`config.mk`:
```
export PLATFORM = sky130hd
export DESIGN_NAME = pla_sweep_ctrl
export DESIGN_NICKNAME = d
export VERILOG_FILES = /design/src/rtl/pla_sweep_pkg.sv /design/src/rtl/pla_sweep_misr.sv /design/src/rtl/pla_sweep_ctrl.sv
export SDC_FILE = /design/constraint.sdc
export NUM_CORES = 1
export LEC_CHECK = 0
export BUFFER_PORTS_ARGS = -buffer_cell sky130_fd_sc_hd__buf_2
export CAP_MARGIN = 20
export CELL_PAD_IN_SITES_DETAIL_PLACEMENT = 2
export CELL_PAD_IN_SITES_GLOBAL_PLACEMENT = 2
export CORE_MARGIN = 1
export CORE_UTILIZATION = 32
export DETAILED_ROUTE_END_ITERATION = 8
export PLACE_DENSITY = 0.81
export SLEW_MARGIN = 20
export SYNTH_ARGS = -nofsm -noshare
export SYNTH_HDL_FRONTEND = slang
export SYNTH_SLANG_ARGS = --single-unit
```
`constraint.sdc`:
```
create_clock -name clk -period 2 [get_ports clk]
set_clock_uncertainty 0.05 [all_clocks]
set_input_delay 0.3 -clock clk [delete_from_list [all_inputs] [get_ports clk]]
set_output_delay 0.3 -clock clk [all_outputs]
set_load 0.03 [all_outputs]
```
`src/rtl/pla_sweep_pkg.sv`:
```
// Shared types and constants for the PLA sweep controller.
// Build option PLA_SWEEP_SIG_EN enables the MISR signature port.
package pla_sweep_pkg;
  localparam int          NIN_DEF   = 7;
  localparam logic [15:0] MISR_POLY = 16'h1021;
  localparam logic [15:0] MISR_SEED = 16'hFFFF;

  typedef enum logic [1:0] {
    S_IDLE  = 2'd0,
    S_RUN   = 2'd1,
    S_DRAIN = 2'd2,
    S_DONE  = 2'd3
  } state_e;
endpackage

```
`src/rtl/pla_sweep_misr.sv`:
```
// 16-bit MISR compacting the sampled y stream; used when PLA_SWEEP_SIG_EN is defined.
module pla_sweep_misr
  import pla_sweep_pkg::*;
(
  input  logic        clk,
  input  logic        rst,
  input  logic        seed_load,
  input  logic        shift_en,
  input  logic        bit_in,
  output logic [15:0] sig
);
  logic [15:0] sig_q, sig_d;
  logic        fb;

  always_comb begin
    sig_d = sig_q;
    fb    = sig_q[15] ^ bit_in;
    if (seed_load) begin
      sig_d = MISR_SEED;
    end else if (shift_en) begin
      sig_d = {sig_q[14:0], 1'b0} ^ (fb ? MISR_POLY : 16'h0000);
    end
  end

  always_ff @(posedge clk) begin
    if (rst) sig_q <= MISR_SEED;
    else     sig_q <= sig_d;
  end

  assign sig = sig_q;
endmodule

```
`src/rtl/pla_sweep_ctrl.sv`:
```
// Sweeps all free-input combinations of a PLA, counting onset vectors of y_i.
// Build option PLA_SWEEP_SIG_EN adds the sig output (MISR over the y_i samples).
module pla_sweep_ctrl
  import pla_sweep_pkg::*;
#(
  parameter int NIN = NIN_DEF,
  parameter int LAT = 0
) (
  input  logic           clk,
  input  logic           rst,
  input  logic           start,
  input  logic [NIN-1:0] fix_mask,
  input  logic [NIN-1:0] fix_val,
  output logic [NIN-1:0] x_o,
  input  logic           y_i,
  output logic           busy,
  output logic           done,
  output logic [NIN:0]   onset_cnt,
`ifdef PLA_SWEEP_SIG_EN
  output logic [15:0]    sig,
`endif
  output state_e         dbg_state
);
  state_e         state_q, state_d;
  logic [NIN-1:0] x_q, x_d, mask_q, mask_d, val_q, val_d;
  logic [NIN:0]   onset_q, onset_d;
  logic           busy_q, busy_d, done_q, done_d;
  logic           issue, sample_vld, pipe_empty_nxt, last_vec;

  assign issue    = (state_q == S_RUN);
  assign last_vec = &(x_q | mask_q);

  // Valid pipeline: a 1 enters per issued vector and emerges LAT cycles later.
  if (LAT == 0) begin : g_nopipe
    assign sample_vld     = issue;
    assign pipe_empty_nxt = 1'b1;
  end else begin : g_pipe
    logic [LAT-1:0] pipe_q, pipe_d;
    if (LAT == 1) begin : g_one
      always_comb pipe_d = issue;
    end else begin : g_multi
      always_comb pipe_d = {pipe_q[LAT-2:0], issue};
    end
    always_ff @(posedge clk) begin
      if (rst) pipe_q <= '0;
      else     pipe_q <= pipe_d;
    end
    assign sample_vld     = pipe_q[LAT-1];
    assign pipe_empty_nxt = (pipe_d == '0);
  end

  always_comb begin
    state_d = state_q;
    x_d     = x_q;
    mask_d  = mask_q;
    val_d   = val_q;
    onset_d = onset_q;
    if (sample_vld) onset_d = onset_q + (NIN+1)'(y_i);
    case (state_q)
      S_IDLE: begin
        if (start) begin
          mask_d  = fix_mask;
          val_d   = fix_val & fix_mask;
          x_d     = fix_val & fix_mask;
          onset_d = '0;
          state_d = S_RUN;
        end
      end
      S_RUN: begin
        if (last_vec) begin
          state_d = (LAT == 0) ? S_DONE : S_DRAIN;
        end else begin
          // Carry ripples through fixed positions because they are forced to 1.
          x_d = (((x_q | mask_q) + {{(NIN-1){1'b0}}, 1'b1}) & ~mask_q) | val_q;
        end
      end
      S_DRAIN: if (pipe_empty_nxt) state_d = S_DONE;
      S_DONE:  state_d = S_IDLE;
      default: state_d = S_IDLE;
    endcase
    busy_d = (state_d == S_RUN) || (state_d == S_DRAIN);
    done_d = (state_d == S_DONE);
  end

  always_ff @(posedge clk) begin
    if (rst) begin
      state_q <= S_IDLE;
      x_q     <= '0;
      mask_q  <= '0;
      val_q   <= '0;
      onset_q <= '0;
      busy_q  <= 1'b0;
      done_q  <= 1'b0;
    end else begin
      state_q <= state_d;
      x_q     <= x_d;
      mask_q  <= mask_d;
      val_q   <= val_d;
      onset_q <= onset_d;
      busy_q  <= busy_d;
      done_q  <= done_d;
    end
  end

`ifdef PLA_SWEEP_SIG_EN
  logic seed_load;
  assign seed_load = (state_q == S_IDLE) && start;

  pla_sweep_misr u_misr (
    .clk       (clk),
    .rst       (rst),
    .seed_load (seed_load),
    .shift_en  (sample_vld),
    .bit_in    (y_i),
    .sig       (sig)
  );
`endif

  assign x_o       = x_q;
  assign busy      = busy_q;
  assign done      = done_q;
  assign onset_cnt = onset_q;
  assign dbg_state = state_q;
endmodule

```
Word-level counts from Yosys, hierarchy flattened
Cells that the tools add are included.
Storage, ports and cells
  flip-flop bits (word level): 33
  bits of input ports: 18
  output and inout port bits: 19
  word-level logic and storage cells: 37
Operators by class
  add/subtract/negate cells: 2
  equal/unequal tests: 8
  multiplexer cells: 9
  bitwise logic cells: 5
  reductions and logical operators: 6
Operators with widths (number)
  8-bit two-way mux: 3
  7-bit AND: 2
  7-bit two-way mux: 2
  7-bit OR: 2
  7-bit one-hot mux with 2 select lines: 1
  8-bit by 1-bit adder with 8-bit output: 1
  2-bit == test, second input constant: 4
  2-bit one-hot mux with 4 select lines: 1
  7-bit by 1-bit adder with 7-bit output, second input constant: 1
  7-bit inverter: 1
  7-bit AND reduction: 1
  2-bit by 1-bit == test with 1-bit output, second input constant: 2
  2-bit two-way mux: 2
  2-bit inequality test, second input constant: 2
  3-bit AND reduction: 1
  2-bit zero test: 1
  2-bit AND reduction: 1
  2-bit nonzero test: 1
  1-bit logical OR: 1

Logic depth before layout (Yosys ltp)
Gate-level depths: netlist (run 1).
  depth in word-level cells: 6
  depth in mapped cells: 8
  gate-level depth less buffers: 7

Worst setup path before layout (run 1)
Ideal clock, no wire load.
  kind: register to register
  from: reg x_q[0], in the netlist x_o[0]
  to: reg busy_q, in the netlist busy
  library setup time: 0.125 ns
  arrival: 1.928 ns
  required time: 1.825 ns
  setup slack: -0.103 ns
  cell stages (with the launch flop): 8
  buffers on the path: 1
  period minus slack after synthesis: 2.103 ns
  cells stage by stage: dfxtp_1 -> or2_2 -> clkbuf_1 -> ha_1 -> o221ai_2 -> o41ai_1 -> ha_1 -> nor2b_1
Between the ends
  longest elaborated chain between the ends: 6
  elaborated cells on any way between the ends: 7
  those cells by class: 2 x eq/ne; 2 x mux; 1 x bitwise; 2 x reduce/logical
RTL lines
  start, declared: line pla_sweep_ctrl.sv:25  | logic [NIN-1:0] x_q, x_d, mask_q, mask_d, val_q, val_d;
  start signal, assigned: line pla_sweep_ctrl.sv:88  | x_q <= '0;
  start signal, assigned: line pla_sweep_ctrl.sv:96  | x_q <= x_d;
  7-bit OR (*): line pla_sweep_ctrl.sv:31  | assign last_vec = &(x_q | mask_q);
  7-bit AND reduction (*): line pla_sweep_ctrl.sv:31
  2-bit two-way mux (*): line pla_sweep_ctrl.sv:70  | if (last_vec) begin
  2-bit one-hot mux with 4 select lines (*): line pla_sweep_ctrl.sv:59  | case (state_q)
  via state_d[1]: line pla_sweep_ctrl.sv:24  | state_e state_q, state_d;
  2-bit by 1-bit == test with 1-bit output or 2-bit == test (tied branches): line pla_sweep_ctrl.sv:81  | busy_d = (state_d == S_RUN) || (state_d == S_DRAIN);
  1-bit logical OR (*): line pla_sweep_ctrl.sv:81
  via busy_d: line pla_sweep_ctrl.sv:27  | logic busy_q, busy_d, done_q, done_d;
  end signal, assigned: line pla_sweep_ctrl.sv:100  | busy_q <= busy_d;
  end, declared: line pla_sweep_ctrl.sv:27
The timed path passes the listed nets; every way through them passes the cells marked *.
A chain may end at the register's enable or synchronous reset.

Worst setup path after layout (run 1)
  from: reg state_q[1], in the netlist dbg_state[1]
  to: reg busy_q, in the netlist busy
Between the ends
  longest elaborated chain between the ends: 4
  elaborated cells on any way between the ends: 10
  those cells by class: 5 x eq/ne; 3 x mux; 2 x reduce/logical
RTL lines
  start, declared: line pla_sweep_ctrl.sv:24
  start signal, assigned: line pla_sweep_ctrl.sv:95  | state_q <= state_d;
  2-bit == test, or another cell as far along: line pla_sweep_ctrl.sv:59
  2-bit one-hot mux with 4 select lines (*): line pla_sweep_ctrl.sv:59
  via state_d[1]: line pla_sweep_ctrl.sv:24
  2-bit by 1-bit == test with 1-bit output or 2-bit == test (tied branches): line pla_sweep_ctrl.sv:81
  1-bit logical OR (*): line pla_sweep_ctrl.sv:81
  via busy_d: line pla_sweep_ctrl.sv:27
Marked as above.

==> results of run 1 <==
==> layer usage <==
metal  up-vias  wire [um]
met5         -          0
li1        707          -
met3         9        190
met1       743       2155
met4         0         77
met2        30       2573
==> layout make-up <==
class                      instances  area [um^2]  share of cell area, %
multi-input combinational        119        873.3                  44.18
sequential                        33        661.9                  33.48
timing repair buffer              45        247.7                  12.53
tap                               67        83.83                  4.240
clock buffer                       8        80.08                  4.051
inverter                           8        30.03                  1.519
==> stage by stage <==
stage / total power [uW] / utilization, % / setup WS, ps / area [um^2]
2_1_floorplan: 971.5 / - / 15.62 / 1584
3_3_place_gp: 1061 / 38.87 / 29.66 / 1848
3_5_place_dp: 1087 / 38.87 / -63.52 / 1848
4_1_cts: 1588 / 41.08 / 34.51 / 1953
5_1_grt: 1648 / 41.58 / -2.060 / 1977
6_report: 1575 / 41.58 / 101.1 / 1977
==> worst min path at each step <==
stage,slack (ps),end,cells after the start,from
5_1_grt,230,mask_q[4],2,fix_mask[4]
2_1_floorplan,360,mask_q[1],2,fix_mask[1]
6_report,210,mask_q[6],3,fix_mask[6]
3_5_place_dp,410,val_q[1],1,val_q[1]
4_1_cts,200,mask_q[6],3,fix_mask[6]
3_3_place_gp,390,x_o[0],2,x_o[0]
==> cell families after synthesis <==
group / Yosys count / synth area share [%]
XOR/XNOR: 6 / 3.320
AND/OR/NAND/NOR: 50 / 16.36
AO/OA/AOI/OAI: 54 / 26.88
flip-flops: 33 / 41.74
buffers and inverters: 16 / 4.743
multiplexers: 3 / 2.213
adder cells (fa/ha/maj): 6 / 4.743
==> critical path, delay by kind of cell (launching register included) <==
kind                       cells  cell delay [ps]
adders and majority gates      2              540
and+or+nand+nor                1              130
DFF                            1              360
AOI/OAI and AO/OA              2              460
buffers and inverters          2              260
==> flip-flops by register name (all words and copies together) (netlist names) <==
register	cells
onset_cnt	8
mask_q	7
val_q	7
x_o	7
dbg_state	2
busy	1
done	1
==> what timing repair did <==
item,4_1_cts,5_1_grt
hold endpoints to repair,0,0
setup endpoints to repair,20,3
setup buffers,3,0
gates resized for setup,1,4
pin swaps,1,0
==> cell usage in the layout, fill, tap and decap left out, drive strengths merged, types with 3 or more instances in the layout <==
master / count
buf: 45
dfxtp: 33
a21oi: 17
nand2: 13
nor2: 11
o21ai: 9
inv: 8
clkbuf: 8
nor2b: 6
a32o: 6
ha: 6
nand3b: 5
xor2: 4
a22o: 4
o41ai: 4
nand4: 3
o31ai: 3
==> power groups by stage <==
stage	logic (uW)	registers (uW)	clock network, uW
2_1_floorplan	187	785	0
3_3_place_gp	314	747	0
3_5_place_dp	336	751	0
4_1_cts	349	736	503
5_1_grt	386	744	519
6_report	353	739	482
==> results.cfg, run 1 <==
[global_routing]
track_usage_pct = 20.80
grt_util_met2_pct = 37.80
first_global_vias = 1701
grt_pass1_wl_mm = 8.280
grt_max_degree = 19
grt-ovfl-total = 0
grtUsageMet3_pct = 4.861
top_usage_layer = met2
antenna_found_initial = 0
grt_use_met1_pct = 23.56

[routing]
firstDrtPassIters = 3
wl_per_cell_um = 17.85
drc = 0
drt_wl_total_mm = 4.997
dr.first_iter.drc_count = 34
routed_via_density = 5.318
vias = 1489
antenna_left = 0

[setup_path]
crit_arrival_ps = 2020
reg2reg_from = dbg_state[1]
cp_slowest_cell = dfxtp_1
r2r_end = busy
setup.worst_path.start = dbg_state[1]
crit_path_start_kind = flip-flop
r2r_setup_slack_ps = 100
crit_chain = inv_1 > ha_1 > buf_4 > o31ai_1 > o41ai_2 > ha_1 > nor2b_1
worst_setup_path_end_kind = flip-flop
crit_required_ps = 2120
cp_slowest_stage_delay_ps = 360
crit_path_frequent_cell = ha_1
reg2reg_depth = 7
endpoint = busy
worstPathMaxFanout = 4
crit_type = flip-flop to flip-flop

[placed_design]
place_inst = 269
dp_hpwl_mm = 3.629
portBuffers = 36
place.gp.congestion = 0.7840

[logic_synthesis]
ys_warn_count = 0
ys_async_sr_fraction_pct = 0
ys_types = 41
synth_edf_count = 0
syn_inst = 168
synth-seq-area-share_pct = 41.74
synth_area_um2 = 1583
synth_top_area_share_pct = 41.74
syn_nets = 192
synthFlopType = dfxtp_1
yosysMostFrequentCell = dfxtp_1
synth_area_leaders = dfxtp_1 (42%), a21oi_1 (5.4%), ha_1 (4.7%)
ys_top_cells_by_count = dfxtp_1 (33), a21oi_1 (17), nand2_1 (13), nor2_1 (11)
synth_top_cell_by_area = dfxtp_1
yosys_register_bits = 33
avgSynthCellArea_um2 = 9.421

[clocking]
cts_tree = built
hold_buffers = 0
cts_buffers = 5
cts.sinks = 33
clkTransAtPathRegs_ps = 70
clk_path_buf_depth = 2
clk_root_buffer_cell = clkbuf_8
htreeDepth = 2
clk_latency_ps = 280

[final_layout]
fillers = 554
diodes = 0
nets = 236
finalNonFillerCells = 280
area_growth_pct = 24.90
drive_gt1_share_pct = 30.05

[timing]
layout_min_cycle_time_ps = 1899
tns_ps = 0
hold_slack_ps = 212.5
finalHoldViolations = 0
fin_crit_sh_pct = 94.95
finalSetupViolations = 0
worst_pin_slew_ps = 653.5
fmax_mhz = 526.6
slew_violations = 0
slew_headroom_pct = 56.39

[min_path]
hold_class = primary input to flip-flop

[power]
p_clk_share_pct = 30.6
powerDensity_nw_per_um2 = 796.6
p_comb_share_pct = 22.4
seqPwrFrac_pct = 46.9
p_int_uw = 1082
p_leak_uw = 0.0008407
sw_frac_of_total_pct = 31.27
power.switching_uw = 492.4
vdd_drop_max_mv = 0.3499

[floorplan]
rows = 25
die_y_um = 72.33
io_pins = 37
die_width_um = 72.33
coreArea_um2 = 4755
die_area_um2 = 5232
start_util_pct = 33.29

[job]
max-cap-violations = 0

[run_status]
status = complete, no violations
No activity file was read; power rests on OpenSTA's default activity.
==> inputs of run 2 (changes only) <==
- CORE_ASPECT_RATIO: default -> 0.7
==> run 2 against run 1 <==
  * Register-to-register slack is essentially flat
  * Global-route usage shrank 0.21 points
  * Power grew 1.2%
  * Hold slack lost 7.6 ps
  * Sequential power is essentially flat
  * Critical path type unchanged
  * Largest cell class unchanged
  * Largest power group unchanged
  * Highest routed layer unchanged
==> results.cfg, run 2 (synthesized netlist as in run 1, its figures left out) <==
[floorplan]
die_y_um = 60.84
die_width_um = 86.06
io_pins = 37
start_util_pct = 33.28
coreArea_um2 = 4756
rows = 21
die_area_um2 = 5236

[setup_path]
crit_required_ps = 2120
cp_slowest_stage_delay_ps = 360
crit_type = flip-flop to flip-flop
crit_chain = inv_1 > ha_1 > buf_4 > o31ai_1 > o41ai_2 > ha_1 > nor2b_1
reg2reg_from = dbg_state[1]
worst_setup_path_end_kind = flip-flop
r2r_setup_slack_ps = 90
r2r_end = busy
crit_path_frequent_cell = ha_1
crit_arrival_ps = 2030
worstPathMaxFanout = 5
crit_path_start_kind = flip-flop
cp_slowest_cell = dfxtp_1
reg2reg_depth = 7

[global_routing]
first_global_vias = 1559
grt-ovfl-total = 0
antenna_found_initial = 0
grt_pass1_wl_mm = 8.024
grt_max_degree = 19
track_usage_pct = 20.60

[final_layout]
finalNonFillerCells = 280
layout_commonest_cell = buf_2
drive_gt1_share_pct = 29.86
largest_register_ffs = 8
mostFrequentLayoutCells = buf_2 (36), dfxtp_1 (32), a21oi_1 (17), nand2_1 (13), nor2_1 (11)
postLayoutCoreUtil_pct = 41.46
diodes = 0
area_growth_pct = 24.58
fillers = 523
nets = 234

[timing]
layout_min_cycle_time_ps = 1911
fin_crit_sh_pct = 95.54
finalSetupViolations = 0
finalHoldViolations = 0
worst_pin_slew_ps = 510.0
slew_violations = 0
fmax_mhz = 523.3
slew_headroom_pct = 66.00
setup_ws_ps = 89.15

[power]
power_uw = 1594
p_leak_uw = 0.0008320
powerDensity_nw_per_um2 = 808.4
vdd_drop_max_mv = 0.2403

[routing]
antenna_left = 0
drc = 0
firstDrtPassIters = 4
wl_per_cell_um = 17.44
vias = 1487
routed_via_density = 5.311
drt_wl_total_mm = 4.884
dr.first_iter.drc_count = 53

[placed_design]
portBuffers = 36
dp_hpwl_mm = 3.604
place_inst = 270
pre_cts_ws_ps = -77.87
place.gp.congestion = 0.7705

[min_path]
hold_class = primary input to flip-flop
min_to = mask_q[1]
hold_start = fix_mask[1]
holdPathStages = 3

[run_status]
status = complete, no violations

[clocking]
clk_root_buffer_cell = clkbuf_8
htreeDepth = 2
clk_path_buf_depth = 2
hold_buffers = 0
cts_buffers = 5
clkTransAtPathRegs_ps = 70
clk_latency_ps = 290
cts.sinks = 33
cts_tree = built

[job]
max-cap-violations = 0
-- run 2: how the worst max path moves through the flow --
| stage | from | endpoint | cells past startpoint |
|---|---|---|---|
| floorplan | x_o[0] | busy | 7 |
| global placement | x_o[0] | x_o[0] | 6 |
| detailed placement | mask_q[0] | x_o[0] | 6 |
| CTS | mask_q[0] | x_o[0] | 7 |
| global route | dbg_state[1] | busy | 7 |
| finish | dbg_state[1] | busy | 7 |
-- run 2: layout make-up --
type                    instances  area [um^2]  share of cell area [%]
flip-flops and latches         33        661.9                   33.57
clock inverters                 2        10.01                  0.5076
inverters                       8        30.03                   1.523
clock buffers                   6        72.57                   3.680
multi-input cells             119        862.1                   43.72
repair buffers                 43        249.0                   12.63
well taps                      69        86.33                   4.378
-- run 2: metal layers --
layer	wire length, um	share of wire [%]	global-route usage [%]
met5	0	0	0
met4	74	1.5	7.857
met3	236	4.8	5.034
met2	2289	47	35.26
met1	2284	47	25.64
-- run 2: stage by stage --
step / hold slack [ps] / TNS (ps) / cell area, um^2
after global routing: 200.9 / -0.02176 / 1972
after CTS: 196.7 / 0 / 1961
final: 204.9 / 0 / 1972
after global placement: 395.8 / 0 / 1843
after detailed placement: 405.2 / -329.9 / 1843
after floorplan: 358.6 / 0 / 1584
-- run 2: critical path, delay by kind of cell, from the launching register on --
family          cells  cell delay (ps)
simple gates        1              130
fa+ha+maj           2              540
flops               1              360
buf+inv             2              250
compound gates      2              470
-- run 2: timing repair --
item                                    in CTS  in global routing
resized for setup                            1                  4
setup buffers                                2                  0
endpoints found under the setup margin       8                  5
pin swaps                                    1                  0
-- run 2: power by group --
part / switching, uW / internal, uW / leakage (uW)
registers: 41.0 / 697 / 0.000269
clock network: 258 / 241 / 0.0000450
logic: 215 / 143 / 0.000518
total: 513 / 1080 / 0.000832
==> inputs of run 3 (changes only) <==
- CORE_UTILIZATION: 32 -> 25
- PLACE_DENSITY: 0.81 -> 0.67
==> run 3 against run 2 <==
  * Final cell count increased by 3.6%
  * Power increased by 0.98%
  * Register-to-register slack about the same
  * Worst setup slack improved by 13 ps
  * Sequential share of layout area decreased by 0.81 points
  * Critical endpoint unchanged
  * Largest power group unchanged
==> results.cfg, run 3 (synthesized netlist as in run 1, its figures left out) <==
[final_layout]
stdcell_area_um2 = 2024
layout_commonest_cell = buf_2
mostFrequentLayoutCells = buf_2 (36), dfxtp_1 (31), a21oi_1 (17), nand2_1 (13)
area_growth_pct = 27.91
drive_gt1_share_pct = 32.09
largest_register_ffs = 8
nets = 238
diodes = 0

[timing]
hold_slack_ps = 201.4
tns_ps = 0
finalSetupViolations = 0
fmax_mhz = 527.0
worst_pin_slew_ps = 664.0
grt_setup_unrepaired = yes
slew_violations = 0
layout_min_cycle_time_ps = 1897
finalHoldViolations = 0
slew_headroom_pct = 55.69
fin_crit_sh_pct = 94.87

[power]
p_leak_uw = 0.0008544
power_uw = 1610
powerDensity_nw_per_um2 = 795.1
seqPwrFrac_pct = 45.7
p_comb_share_pct = 22.6
power.switching_uw = 517.1
vdd_drop_max_mv = 0.3317
p_int_uw = 1093
p_clk_share_pct = 31.7
sw_frac_of_total_pct = 32.13

[clocking]
clkTransAtPathRegs_ps = 70
htreeDepth = 2
clk_latency_ps = 280
cts.sinks = 33
cts_buffers = 5
clk_path_buf_depth = 2
clk_root_buffer_cell = clkbuf_8
cts_tree = built

[global_routing]
grt_pass1_wl_mm = 7.997
first_global_vias = 1517
antenna_found_initial = 0
grt_max_degree = 15
grt-ovfl-total = 0
track_usage_pct = 15.70

[setup_path]
crit_type = flip-flop to flip-flop
worst_setup_path_end_kind = flip-flop
endpoint = busy
crit_arrival_ps = 2030
r2r_setup_slack_ps = 100
crit_required_ps = 2130
worstPathMaxFanout = 5
reg2reg_depth = 8
crit_path_start_kind = flip-flop
setup.worst_path.start = dbg_state[1]
reg2reg_from = dbg_state[1]
r2r_end = busy

[placed_design]
place_area_um2 = 1881
portBuffers = 36
place.gp.congestion = 0.7063
dp_hpwl_mm = 3.541

[routing]
firstDrtPassIters = 4
drc = 0
vias = 1452
routed_via_density = 5.007
antenna_left = 0
dr.first_iter.drc_count = 43
drt_wl_total_mm = 4.862
wl_per_cell_um = 16.77

[min_path]
hold_class = primary input to flip-flop
holdPathStages = 3

[floorplan]
rows = 23
die_width_um = 97.10
io_pins = 37
die_area_um2 = 6658
start_util_pct = 26.83
coreArea_um2 = 5899
die_y_um = 68.57

[job]
max-cap-violations = 0

[run_status]
status = complete, no violations
==> run 3: cell count changes in the layout (fill, tap and decap cells not counted), sizes merged <==
cell and change:
clkinv -2, clkinvlp +1, clkbuf +1, buf +4
==> run 3: metal layers <==
metal  share of wire [%]  global-route usage, %  routed length (um)  up-vias
met4                0.93                  4.478                  45        0
met3                 3.6                  3.528                 175        5
met1                  51                  21.26                2493      706
met5                   0                      0                   0        -
met2                  44                  25.44                2148       27
li1                    -                      -                   -      714
==> run 3: power groups by stage <==
stage	Clock, uW	Combinational (uW)	Sequential (uW)
after floorplan	0	187	785
after global placement	0	339	746
after detailed placement	0	344	748
after CTS	529	364	733
after global routing	555	404	741
final	510	365	735
==> run 3: final cells by class <==
| cell class | instances | area (um^2) |
|---|---|---|
| Clock buffer | 7 | 76.32 |
| Sequential cell | 33 | 663.1 |
| Timing Repair Buffer | 47 | 275.3 |
| Multi-Input combinational cell | 119 | 878.3 |
| Inverter | 8 | 30.03 |
| Clock inverter | 1 | 7.507 |
| Fill cell | 670 | 3875 |
| Tap cell | 75 | 93.84 |
==> run 3: metrics by stage <==
step	utilization [%]	std cells	setup WS, ps
floorplan	-	168	15.62
global placement	31.88	280	-22.89
detailed placement	31.88	280	-73.86
CTS	33.89	290	14.29
global route	34.32	290	-22.49
finish	34.32	290	102.6
==> run 3: what timing repair did <==
| action | 4_1_cts | 5_1_grt |
|---|---|---|
| endpoints found under the setup margin | 8 | 18 |
| hold buffers | 0 | 0 |
| setup buffers | 2 | 0 |
| resized for setup | 1 | 6 |
==> run 3: worst min path at each step <==
stage / from / endpoint / slack [ps]
final: fix_mask[1] / mask_q[1] / 200
after global routing: fix_mask[5] / mask_q[5] / 210
after CTS: fix_mask[1] / mask_q[1] / 190
after detailed placement: x_o[0] / x_o[0] / 400
after global placement: x_o[0] / x_o[0] / 400
after floorplan: fix_mask[1] / mask_q[1] / 360
==> run 3: worst max-delay path, stage by stage, from the launching register on <==
cell and delay, ps:
dfxtp_1 380, inv_1 100, ha_1 210, buf_4 160
nor2b_1 140, o31ai_2 200, o41ai_2 130, ha_1 310
nor2b_1 130
